===== config.mk =====
export PLATFORM = sky130hd
export DESIGN_NAME = sram_mult_adder
export DESIGN_NICKNAME = d
export VERILOG_FILES = /design/src/rtl/sram_mult_adder.sv
export SDC_FILE = /design/constraint.sdc
export NUM_CORES = 1
export LEC_CHECK = 0
export ABC_AREA = 1
export CAP_MARGIN = 10
export CORE_UTILIZATION = 44
export DETAILED_ROUTE_END_ITERATION = 8
export PLACE_DENSITY = 0.72
export SKIP_LAST_GASP = 1
export SLEW_MARGIN = 20
export SYNTH_ARGS = -nofsm -noshare
export SYNTH_HDL_FRONTEND = slang
export SYNTH_SLANG_ARGS = --single-unit

===== constraint.sdc =====
create_clock -name CLK -period 10.6 [get_ports CLK]
set_clock_uncertainty 0.15 [all_clocks]
set_input_delay 2.65 -clock CLK [delete_from_list [all_inputs] [get_ports CLK]]
set_output_delay 2.65 -clock CLK [all_outputs]
set_load 0.005 [all_outputs]

===== src/rtl/sram_mult_adder.sv =====
// -----------------------------------------------------------------------------
// sram_mult_adder
//   Three independent datapaths sharing one clock and one reset:
//     * a DEPTH x WIDTH scratchpad with registered write and combinational read
//     * a variable-precision unsigned multiplier with one cycle of latency
//     * a combinational unsigned adder (wrapping, or saturating with ADD_SAT_EN)
//
// Configuration macro:
//   ADD_SAT_EN  - when defined, add_c saturates to all-ones on carry-out;
//                 when undefined, add_c wraps modulo 2^WIDTH.
//
// Ports:
//   CLK         in   1      single clock, rising edge
//   clr_        in   1      asynchronous active-low reset
//   sram_in     in   WIDTH  scratchpad write data
//   sram_en     in   1      scratchpad write enable
//   selector_i  in   4      scratchpad write address
//   selector_o  in   4      scratchpad read address
//   sram_out    out  WIDTH  scratchpad read data (combinational)
//   mul_a/b     in   WIDTH  multiplier operands (unsigned)
//   mul_bits    in   4      multiplier precision select, N = mul_bits+1
//   mul_c       out  WIDTH  registered, truncated product
//   add_a/b     in   WIDTH  adder operands (unsigned)
//   add_c       out  WIDTH  combinational sum
// -----------------------------------------------------------------------------
module sram_mult_adder #(
  parameter int WIDTH = 16,
  parameter int DEPTH = 16
) (
  input  logic             CLK,
  input  logic             clr_,
  input  logic [WIDTH-1:0] sram_in,
  input  logic             sram_en,
  input  logic [3:0]       selector_i,
  input  logic [3:0]       selector_o,
  output logic [WIDTH-1:0] sram_out,
  input  logic [WIDTH-1:0] mul_a,
  input  logic [WIDTH-1:0] mul_b,
  input  logic [3:0]       mul_bits,
  output logic [WIDTH-1:0] mul_c,
  input  logic [WIDTH-1:0] add_a,
  input  logic [WIDTH-1:0] add_b,
  output logic [WIDTH-1:0] add_c
);

  logic [WIDTH-1:0] mem_q [DEPTH];
  logic [WIDTH-1:0] mem_d [DEPTH];
  logic [WIDTH-1:0] mul_mask_s;
  logic [WIDTH-1:0] mul_d;
  logic [WIDTH-1:0] mul_q;

  // Next-state of the scratchpad: only the addressed entry may change.
  // Selectors that match no entry (>= DEPTH) simply hit nothing.
  always_comb begin
    for (int i = 0; i < DEPTH; i++) begin
      mem_d[i] = (sram_en && (selector_i == 4'(i))) ? sram_in : mem_q[i];
    end
  end

  // Scratchpad storage; reset clears every entry without waiting for CLK.
  always_ff @(posedge CLK or negedge clr_) begin
    if (!clr_) begin
      for (int i = 0; i < DEPTH; i++) begin
        mem_q[i] <= '0;
      end
    end else begin
      for (int i = 0; i < DEPTH; i++) begin
        mem_q[i] <= mem_d[i];
      end
    end
  end

  // Combinational read as an AND-OR mux over stored entries, so an
  // out-of-range selector reads zero and a same-cycle write is not visible
  // until the edge that commits it.
  always_comb begin
    sram_out = '0;
    for (int i = 0; i < DEPTH; i++) begin
      sram_out = sram_out | (mem_q[i] & {WIDTH{selector_o == 4'(i)}});
    end
  end

  // Operand mask keeps the low mul_bits+1 bits; the product is evaluated in a
  // WIDTH-bit context so the upper half is truncated by construction.
  always_comb begin
    mul_mask_s = '0;
    for (int i = 0; i < WIDTH; i++) begin
      mul_mask_s[i] = (i <= int'(mul_bits)) ? 1'b1 : 1'b0;
    end
    mul_d = (mul_a & mul_mask_s) * (mul_b & mul_mask_s);
  end

  // Product register; reset discards whatever was in flight.
  always_ff @(posedge CLK or negedge clr_) begin
    if (!clr_) begin
      mul_q <= '0;
    end else begin
      mul_q <= mul_d;
    end
  end

  assign mul_c = mul_q;

`ifdef ADD_SAT_EN
  logic [WIDTH:0] add_sum_s;

  // Saturating adder: any carry-out clamps the result to all-ones.
  always_comb begin
    add_sum_s = {1'b0, add_a} + {1'b0, add_b};
    add_c     = add_sum_s[WIDTH] ? {WIDTH{1'b1}} : add_sum_s[WIDTH-1:0];
  end
`else
  // Wrapping adder: the WIDTH-bit context drops the carry-out.
  always_comb begin
    add_c = add_a + add_b;
  end
`endif

endmodule


Word level (Yosys, flattened, before mapping)

Index checks and enable logic that the tools add are counted.
W data, S select, Z words.

Add/subtract/negate cells: 1
Multiply operators: 1
Divide/modulo/power cells: 0
Magnitude comparators: 15
Eq/ne operators: 30
Shift operators: 0
Multiplexer cells: 15
Bitwise operators: 33
Reduce and logical (&&, ||, !) cells: 18

Operator list:

| operator             | number |
|---|---|
| $and A16 B16 Y16     | 18 |
| $or A16 B16 Y16      | 15 |
| $eq A4 B4 Y1 const B | 16 |
| $eq A4 B3 Y1 const B | 8 |
| $le A4 B4 Y1 const A | 8 |
| $add A16 B16 Y16     | 1 |
| $eq A4 B2 Y1 const B | 4 |
| $le A3 B4 Y1 const A | 4 |
| $logic_and A1 B1 Y1  | 16 |
| $mul A16 B16 Y16     | 1 |
| $mux W1              | 15 |
| $eq A4 B1 Y1 const B | 2 |
| $le A2 B4 Y1 const A | 2 |
| $logic_not A4 Y1     | 2 |
| $le A1 B4 Y1 const A | 1 |

Flip-flop bits (word level): 272
Latch bits: 0
RAM bits: 0
ROM bits: 0
Bits of input ports: 95
Output and inout bits: 48
Memories: 0

Longest topological paths before layout

Gate-level depths: netlist of run 1.

Depth after elaboration: 17
Gate-level depth with buffers: 29
Gate-level depth less buffers: 29

Worst setup path before layout of run 1

OpenSTA, ideal clock, no wires.

Kind: input-to-reg
From: input mul_bits[1]
To: register mul_q[15] (netlist: mul_c[15])
Setup time: 0.116 ns
Arrival time: 7.492 ns
Data required time: 10.334 ns
Setup slack: 2.842 ns
Stages on the path: 28
Path buffers: 1
Cell sequence: nor2_2 a21oi_1 clkbuf_1 nand2_1 inv_1 fa_1 inv_1 fa_1 fa_1 inv_1 ha_1 fa_1 inv_1 fa_1 inv_1 ha_1 a21oi_1 o21ai_0 a21oi_1 o21ai_0 nand2_1 inv_1 nor2_1 inv_1 a21oi_1 inv_1 nand3_1 nand2_1

Word-level cells in the longest chain between the ends: 4
Elaborated cells between the ends (all ways): 33
Those cells by class: mul (1); order compare (15); mux (15); bitwise (2)

Ends and longest elaborated chain:

| item                                       | line | text |
|---|---|---|
| start, declared                            | 39   | `input logic [3:0] mul_bits,` |
| $le A1 B4 Y1, or another cell as far along | 88   | `mul_mask_s[i] = (i <= int'(mul_bits)) ? 1'b1 : 1'b0;` |
| $mux W1                                    | 88   |  |
| $and A16 B16 Y16                           | 90   | `mul_d = (mul_a & mul_mask_s) * (mul_b & mul_mask_s);` |
| $mul A16 B16 Y16 *                         | 90   |  |
| net mul_d[15]                              | 49   | `logic [WIDTH-1:0] mul_d;` |
| end signal, assigned                       | 98   | `mul_q <= mul_d;` |
| end, declared                              | 50   | `logic [WIDTH-1:0] mul_q;` |

Mark *: on every way through the listed nets, which the timed path passes. The rest lies on a longest branch.
A chain may end at the register's enable or synchronous reset.

Final worst setup path of run 1

From: input mul_bits[3]
To: register mul_q[15] (netlist: mul_c[15])

The elaborated chain is that of the path after synthesis.

==> results of run 1 <==
Yosys cell counts (all sizes together), types with 4 or more instances:
master and n:
dfrtp 272, xnor2 14, nand3 56, nand2 469, clkinv 4, a221oi 51, nor3 6, a2111oi 4
nor2 155, nand4 18, fa 81, o2111ai 4, ha 64, xor2 22, o22ai 17, inv 302
clkbuf 80, o21ai 260, a21oi 67
metal layers:
metal	vias to the layer above	wire (um)
li1	6544	-
met1	6937	20100
met2	662	23600
met3	101	3940
met4	0	1480
met5	-	0
worst min-delay path by stage:
| stage | startpoint | to | slack (ps) | cells past startpoint |
|---|---|---|---|---|
| finish | mem_q[15] | mem_q[15] | 330 | 2 |
| global route | mem_q[172] | mem_q[172] | 350 | 2 |
| CTS | mem_q[248] | mem_q[248] | 340 | 2 |
| detailed placement | mem_q[225] | mem_q[225] | 320 | 2 |
| global placement | mem_q[253] | mem_q[253] | 310 | 2 |
| floorplan | mem_q[182] | mem_q[182] | 300 | 2 |
area by class of cell:
class | count | area share [%]
clock buffer | 41 | 4.44
clock inverter | 12 | 0.523
inverter | 306 | 6.00
multi-input combinational | 1305 | 41.7
sequential | 272 | 35.5
tap | 461 | 3.01
timing repair buffer | 174 | 8.80
sequential cells by signal, indices dropped and copies added (netlist names):
name	flops
mul_c	16
mem_q	256
layout by cell type (no fill, tap or decap), types with 6 or more instances in the layout:
master,synthesis,routed
dfrtp_1,272,272
fa_1,81,81
buf_4,2,31
clkdlybuf4s50_1,0,141
a221oi_1,51,51
clkbuf_16,0,29
nand3_1,54,54
nor2_1,146,136
nand4_1,18,18
nand2_1,465,462
nor2_2,8,18
xnor2_1,14,14
o21ai_0,259,259
xor2_1,22,22
nand2_2,4,7
clkbuf_8,0,8
ha_1,64,64
inv_2,6,6
a21oi_1,66,66
inv_1,296,296
o22ai_1,17,17
cells by family after synthesis:
| group | count (synthesis) | synth area share, % |
|---|---|---|
| buffers and inverters | 388 | 9.03 |
| adders and majority gates | 145 | 14.9 |
| DFF | 272 | 42.0 |
| and+or+nand+nor | 710 | 17.6 |
| xor gates and xnor gates | 36 | 1.94 |
| AOI/OAI and AO/OA | 414 | 14.5 |
where the power goes:
part,total (mW),internal (mW),switching (mW)
clock,1.01,0.566,0.445
combinational,1.03,0.442,0.585
sequential,1.39,1.28,0.112
metrics by stage:
step	hold slack, ps	instance area [sq um]	cells	utilization (%)	total power [mW]
after floorplan	299	16200	1965	-	2.02
after global placement	312	18200	2517	50.6	2.39
after detailed placement	323	18200	2517	50.6	2.43
after CTS	338	19100	2570	53.3	3.44
after global routing	355	19200	2571	53.3	3.64
final	333	19200	2571	53.3	3.43
critical path, stage by stage:
cell and delay [ps]:
clkdlybuf4s50_1 760, nor2_2 120, a21oi_1 770, inv_1 240, nor2_1 220, fa_1 440, inv_1 90, fa_1 390
inv_1 70, ha_1 160, fa_1 450, fa_1 550, inv_1 50, fa_1 470, inv_1 40, ha_1 330
a21oi_1 150, o21ai_0 90, a21oi_1 210, o21ai_0 160, nand2_1 100, inv_1 60, nor2_1 120, inv_1 50
a21oi_1 150, inv_1 60, nand3_1 70, nand2_1 50
==> load_flow_metrics.sql, run 1 <==
INSERT INTO impl_metrics (metric_group, metric, value, unit) VALUES
('clock_network', 'cts.repair.resized', '0', ''),
('job', 'max_capacitance_violation_count', '0', ''),
('placed_design', 'gp_congestion', '0.944', ''),
('timing', 'fin_tns_setup', '0', 'ps'),
('clock_network', 'cts_hold_buf', '0', ''),
('critical_path', 'worstSetupEndpointType', 'register', ''),
('layout', 'areaGrowthSynthToFinish', '18.1', '%'),
('clock_network', 'cts_tree', 'done', ''),
('grt', 'grt_pass1_vias', '13900', ''),
('logic_synthesis', 'cell_count_after_synthesis', '1965', ''),
('grt', 'grtUsageMet2', '44.1', '%'),
('timing', 'timing.final.setup_violations', '0', ''),
('grt', 'maximum_number_of_pins_on_one_net_before_global_route_repair', '144', ''),
('critical_path', 'worstPathMaxFanout', '13', ''),
('critical_path', 'startpoint', 'mul_bits[3]', ''),
('timing', 'period_minus_slack', '8790', 'ps'),
('pwr', 'vdd_drop_max', '0.113', 'mV'),
('critical_path', 'crit-reg2reg-launch', 'mem_q[138]', ''),
('timing', 'share_of_the_clock_period_used_by_the_worst_path_after_layout', '82.9', '%'),
('logic_synthesis', 'post_synth_instance_area', '16200', 'sq um'),
('logic_synthesis', 'synthesized_nets', '2205', ''),
('grt', 'antenna_found_initial', '1', ''),
('layout', 'antenna-diode-count', '0', ''),
('placed_design', 'place.port_buffers', '142', ''),
('logic_synthesis', 'synth-seq-area-share', '42.0', '%'),
('layout', 'multi_input_area', '7990', 'sq um'),
('outcome', 'outcome', 'finished, final reports clean', ''),
('grt', 'globalRouteMet1Util', '34.5', '%'),
('critical_path', 'cp_data_arrival_time', '9100', 'ps'),
('timing', 'worst_pin_slew', '1100', 'ps'),
('grt', 'most_congested_layer_reported_by_global_routing', 'met2', ''),
('timing', 'final.setup.worst_slack', '1810', 'ps'),
('critical_path', 'timing.reg2reg.setup_slack', '9700', 'ps'),
('clock_network', 'cts_buffers', '29', ''),
('grt', 'groute.usage.overall', '26.0', '%'),
('critical_path', 'r2r_end', 'mem_q[138]', ''),
('logic_synthesis', 'synth_area_per_cell', '8.25', 'sq um'),
('clock_network', 'number_of_buffers_inserted_by_post_cts_setup_repair', '0', ''),
('layout', 'layout-drive-gt1-share', '5.64', '%'),
('logic_synthesis', 'synth_enable_flop_cells', '0', ''),
('floorplan', 'floorplan.core_area', '35900', 'sq um'),
('floorplan', 'fp.dieArea', '37600', 'sq um'),
('layout', 'fin_nets', '2328', ''),
('grt', 'grt-ovfl-total', '0', ''),
('logic_synthesis', 'synthArstFlopShare', '100', '%'),
('logic_synthesis', 'synth_warnings', '0', ''),
('placed_design', 'post-place-ws', '1360', 'ps'),
('critical_path', 'worstRegToRegCells', '2', ''),
('clock_network', 'cts_buffer_depth', '3', ''),
('route', 'drt-wirelength-per-cell', '19.1', 'um'),
('clock_network', 'cts.htree.levels', '1', ''),
('logic_synthesis', 'post-synth-top-area-cell', 'dfrtp_1', ''),
('route', 'detailroute.via_count', '14200', ''),
('timing', 'grt_setup_unrepaired', 'false', ''),
('timing', 'timing.final.max_slew_violations', '0', ''),
('floorplan', 'floorplan.die.width', '194', 'um'),
('route', 'detailed_routing_iterations_pass_1', '6', ''),
('critical_path', 'crit_path_end', 'mul_c[15]', ''),
('logic_synthesis', 'ys.flop_type', 'dfrtp_1', ''),
('clock_network', 'clk_pin_slew', '70', 'ps'),
('floorplan', 'rows', '69', ''),
('critical_path', 'critPathRequiredTime', '10910', 'ps'),
('clock_network', 'worst_skew_pair.late_latency', '570', 'ps'),
('floorplan', 'die_height', '194', 'um'),
('critical_path', 'start_kind', 'primary input', ''),
('floorplan', 'start_util', '45.2', '%'),
('worst_hold_path', 'min-delay-path-class', 'register to register', ''),
('floorplan', 'ios', '143', ''),
('clock_network', 'cts_root_buffer', 'clkbuf_16', ''),
('route', 'finalWirelength', '49100', 'um'),
('clock_network', 'clkSinkCount', '272', '');
Note: power is estimated with default switching activity, not from simulation.
==> run 2: changes to the inputs <==
clock period = 8.84 ns   (was 10.6 ns; I/O delays follow)
==> load_flow_metrics.sql, run 2 (synthesis results as in run 1) <==
INSERT INTO impl_metrics (metric_group, metric, value, unit) VALUES
('critical_path', 'worstSetupEndpointType', 'register', ''),
('pwr', 'internal_power', '2.75', 'mW'),
('clock_network', 'cts_root_buffer', 'clkbuf_16', ''),
('grt', 'grt-ovfl-total', '0', ''),
('route', 'detailroute.via_count', '14200', ''),
('clock_network', 'number_of_buffers_inserted_by_post_cts_setup_repair', '0', ''),
('clock_network', 'clkSinkCount', '272', ''),
('pwr', 'p_total', '4.08', 'mW'),
('grt', 'grt_pass1_vias', '14000', ''),
('floorplan', 'floorplan.die.width', '194', 'um'),
('layout', 'fin_nets', '2337', ''),
('timing', 'grt_setup_unrepaired', 'false', ''),
('timing', 'final_hold_vios', '0', ''),
('floorplan', 'fp.dieArea', '37600', 'sq um'),
('pwr', 'clkPwrFrac', '29.3', '%'),
('pwr', 'comb_power_share', '29.8', '%'),
('timing', 'timing.final.max_slew_violations', '0', ''),
('layout', 'layout.cell_area.non_filler', '19200', 'sq um'),
('grt', 'antenna_found_initial', '0', ''),
('floorplan', 'ios', '143', ''),
('grt', 'groute.usage.overall', '25.9', '%'),
('critical_path', 'cp_data_arrival_time', '8240', 'ps'),
('grt', 'maximum_number_of_pins_on_one_net_before_global_route_repair', '191', ''),
('pwr', 'power_density_over_the_cells', '213', 'nW/um^2'),
('clock_network', 'worst_skew_pair.late_latency', '560', 'ps'),
('critical_path', 'start_kind', 'primary input', ''),
('timing', 'period_minus_slack', '7940', 'ps'),
('critical_path', 'crit_path_max_incr_delay', '610', 'ps'),
('layout', 'layout.filler_cells', '3336', ''),
('clock_network', 'cts_buffer_depth', '3', ''),
('critical_path', 'worst-path-buf-inv', '8', ''),
('timing', 'share_of_the_clock_period_used_by_the_worst_path_after_layout', '89.8', '%'),
('layout', 'layoutNonFillerInstCount', '2576', ''),
('layout', 'fin_util', '53.4', '%'),
('placed_design', 'post-place-ws', '346', 'ps'),
('pwr', 'vdd_drop_max', '0.125', 'mV'),
('grt', 'grt_pass1_wl', '76400', 'um'),
('layout', 'regMostFlops', 'mem_q', ''),
('pwr', 'switching_power', '1.33', 'mW'),
('route', 'drt-wirelength-per-cell', '18.8', 'um'),
('layout', 'largest_register_ff_count', '256', ''),
('critical_path', 'crit_family', 'adder cells', ''),
('critical_path', 'timing_worst_setup_path_type', 'primary input to register', ''),
('pwr', 'seqPwrFrac', '40.9', '%'),
('route', 'drt.antenna.violating_nets', '0', ''),
('route', 'drt-initial-drc-count', '1248', ''),
('timing', 'headroom_to_the_max_slew_limit', '22.2', '%'),
('placed_design', 'place.port_buffers', '142', ''),
('layout', 'register_area', '6810', 'sq um'),
('clock_network', 'clk_pin_slew', '70', 'ps'),
('timing', 'whs', '333', 'ps'),
('timing', 'timing.final.setup_violations', '0', ''),
('placed_design', 'post_dp_cell_area', '18200', 'sq um'),
('floorplan', 'die_height', '194', 'um'),
('outcome', 'outcome', 'finished, final reports clean', ''),
('route', 'drt_drc_violations_left', '0', ''),
('clock_network', 'cts_hold_buf', '0', ''),
('layout', 'antenna-diode-count', '0', ''),
('pwr', 'power.switching_fraction', '32.5', '%'),
('timing', 'worst_pin_slew', '1160', 'ps'),
('route', 'detailed_routing_iterations_pass_1', '6', ''),
('worst_hold_path', 'min-delay-path-class', 'register to register', ''),
('layout', 'final_common_cell', 'nand2_1', ''),
('floorplan', 'start_util', '45.2', '%'),
('placed_design', 'gp_congestion', '0.936', ''),
('timing', 'final.setup.worst_slack', '900', 'ps'),
('clock_network', 'cts_buffers', '29', ''),
('clock_network', 'cts.htree.levels', '1', ''),
('timing', 'fmax', '126', 'MHz'),
('floorplan', 'rows', '69', ''),
('critical_path', 'worstPathMaxFanout', '8', ''),
('clock_network', 'cts_tree', 'done', ''),
('job', 'max_capacitance_violation_count', '0', ''),
('layout', 'multi_input_area', '7970', 'sq um'),
('critical_path', 'critical-path-slowest-cell', 'a21oi_1', ''),
('layout', 'layout_common_cells', 'nand2_1, inv_1, dfrtp_1, o21ai_0', ''),
('placed_design', 'placed_cells_incl_taps', '2526', ''),
('route', 'routed_via_density', '5.49', ''),
('layout', 'layout-drive-gt1-share', '5.44', '%'),
('route', 'finalWirelength', '48300', 'um'),
('layout', 'areaGrowthSynthToFinish', '18.4', '%'),
('pwr', 'power.static_leakage', '9.33', 'nW'),
('floorplan', 'floorplan.core_area', '35900', 'sq um'),
('clock_network', 'cts.repair.resized', '0', ''),
('placed_design', 'place.detailed.hpwl', '34500', 'um'),
('timing', 'fin_tns_setup', '0', 'ps'),
('critical_path', 'critPathRequiredTime', '9140', 'ps');
-- run 2: power by group through the flow --
stage               sequential (mW)  combinational [mW]  clock [mW]
global placement               1.68                1.19           0
global route                   1.70                1.40        1.26
detailed placement             1.68                1.22           0
CTS                            1.67                1.23        1.21
floorplan                      1.65               0.773           0
finish                         1.67                1.22        1.20
-- run 2: path summary, 6_finish.rpt --
| path | from | end | slack [ps] | cells past startpoint |
|---|---|---|---|---|
| setup / recovery | mul_bits[2] | mul_c[15] | 900 | 25 |
| hold / removal | mem_q[188] | mem_q[188] | 330 | 2 |
| setup reg to reg | mem_q[169] | mem_q[169] | 7970 | 2 |
| hold reg to reg | mem_q[188] | mem_q[188] | 330 | 2 |
| max in group asynchronous | clr_ | mem_q[222] | 5630 | 3 |
| min in group asynchronous | clr_ | mem_q[26] | 1490 | 1 |
-- run 2: routing by layer --
| metal | track usage [%] | vias to the layer above | part of all wire, % |
|---|---|---|---|
| li1 | - | 6552 | - |
| met1 | 33.9 | 6826 | 41 |
| met2 | 43.2 | 655 | 47 |
| met3 | 4.23 | 118 | 8.2 |
| met4 | 9.76 | 0 | 3.6 |
| met5 | 0 | - | 0 |
-- run 2: tightest hold or removal path, delay by kind of cell, from the launching register on --
family | cells | cell delay [ps]
AOI/OAI and AO/OA | 1 | 60
DFF | 1 | 340
and+or+nand+nor | 1 | 50
-- run 2: final cells by class --
class,count,area share (%)
sequential,272,35.5
inverter,306,5.98
multi-input combinational,1305,41.5
clock inverter,5,0.372
clock buffer,44,4.44
tap,461,3.00
timing repair buffer,183,9.20
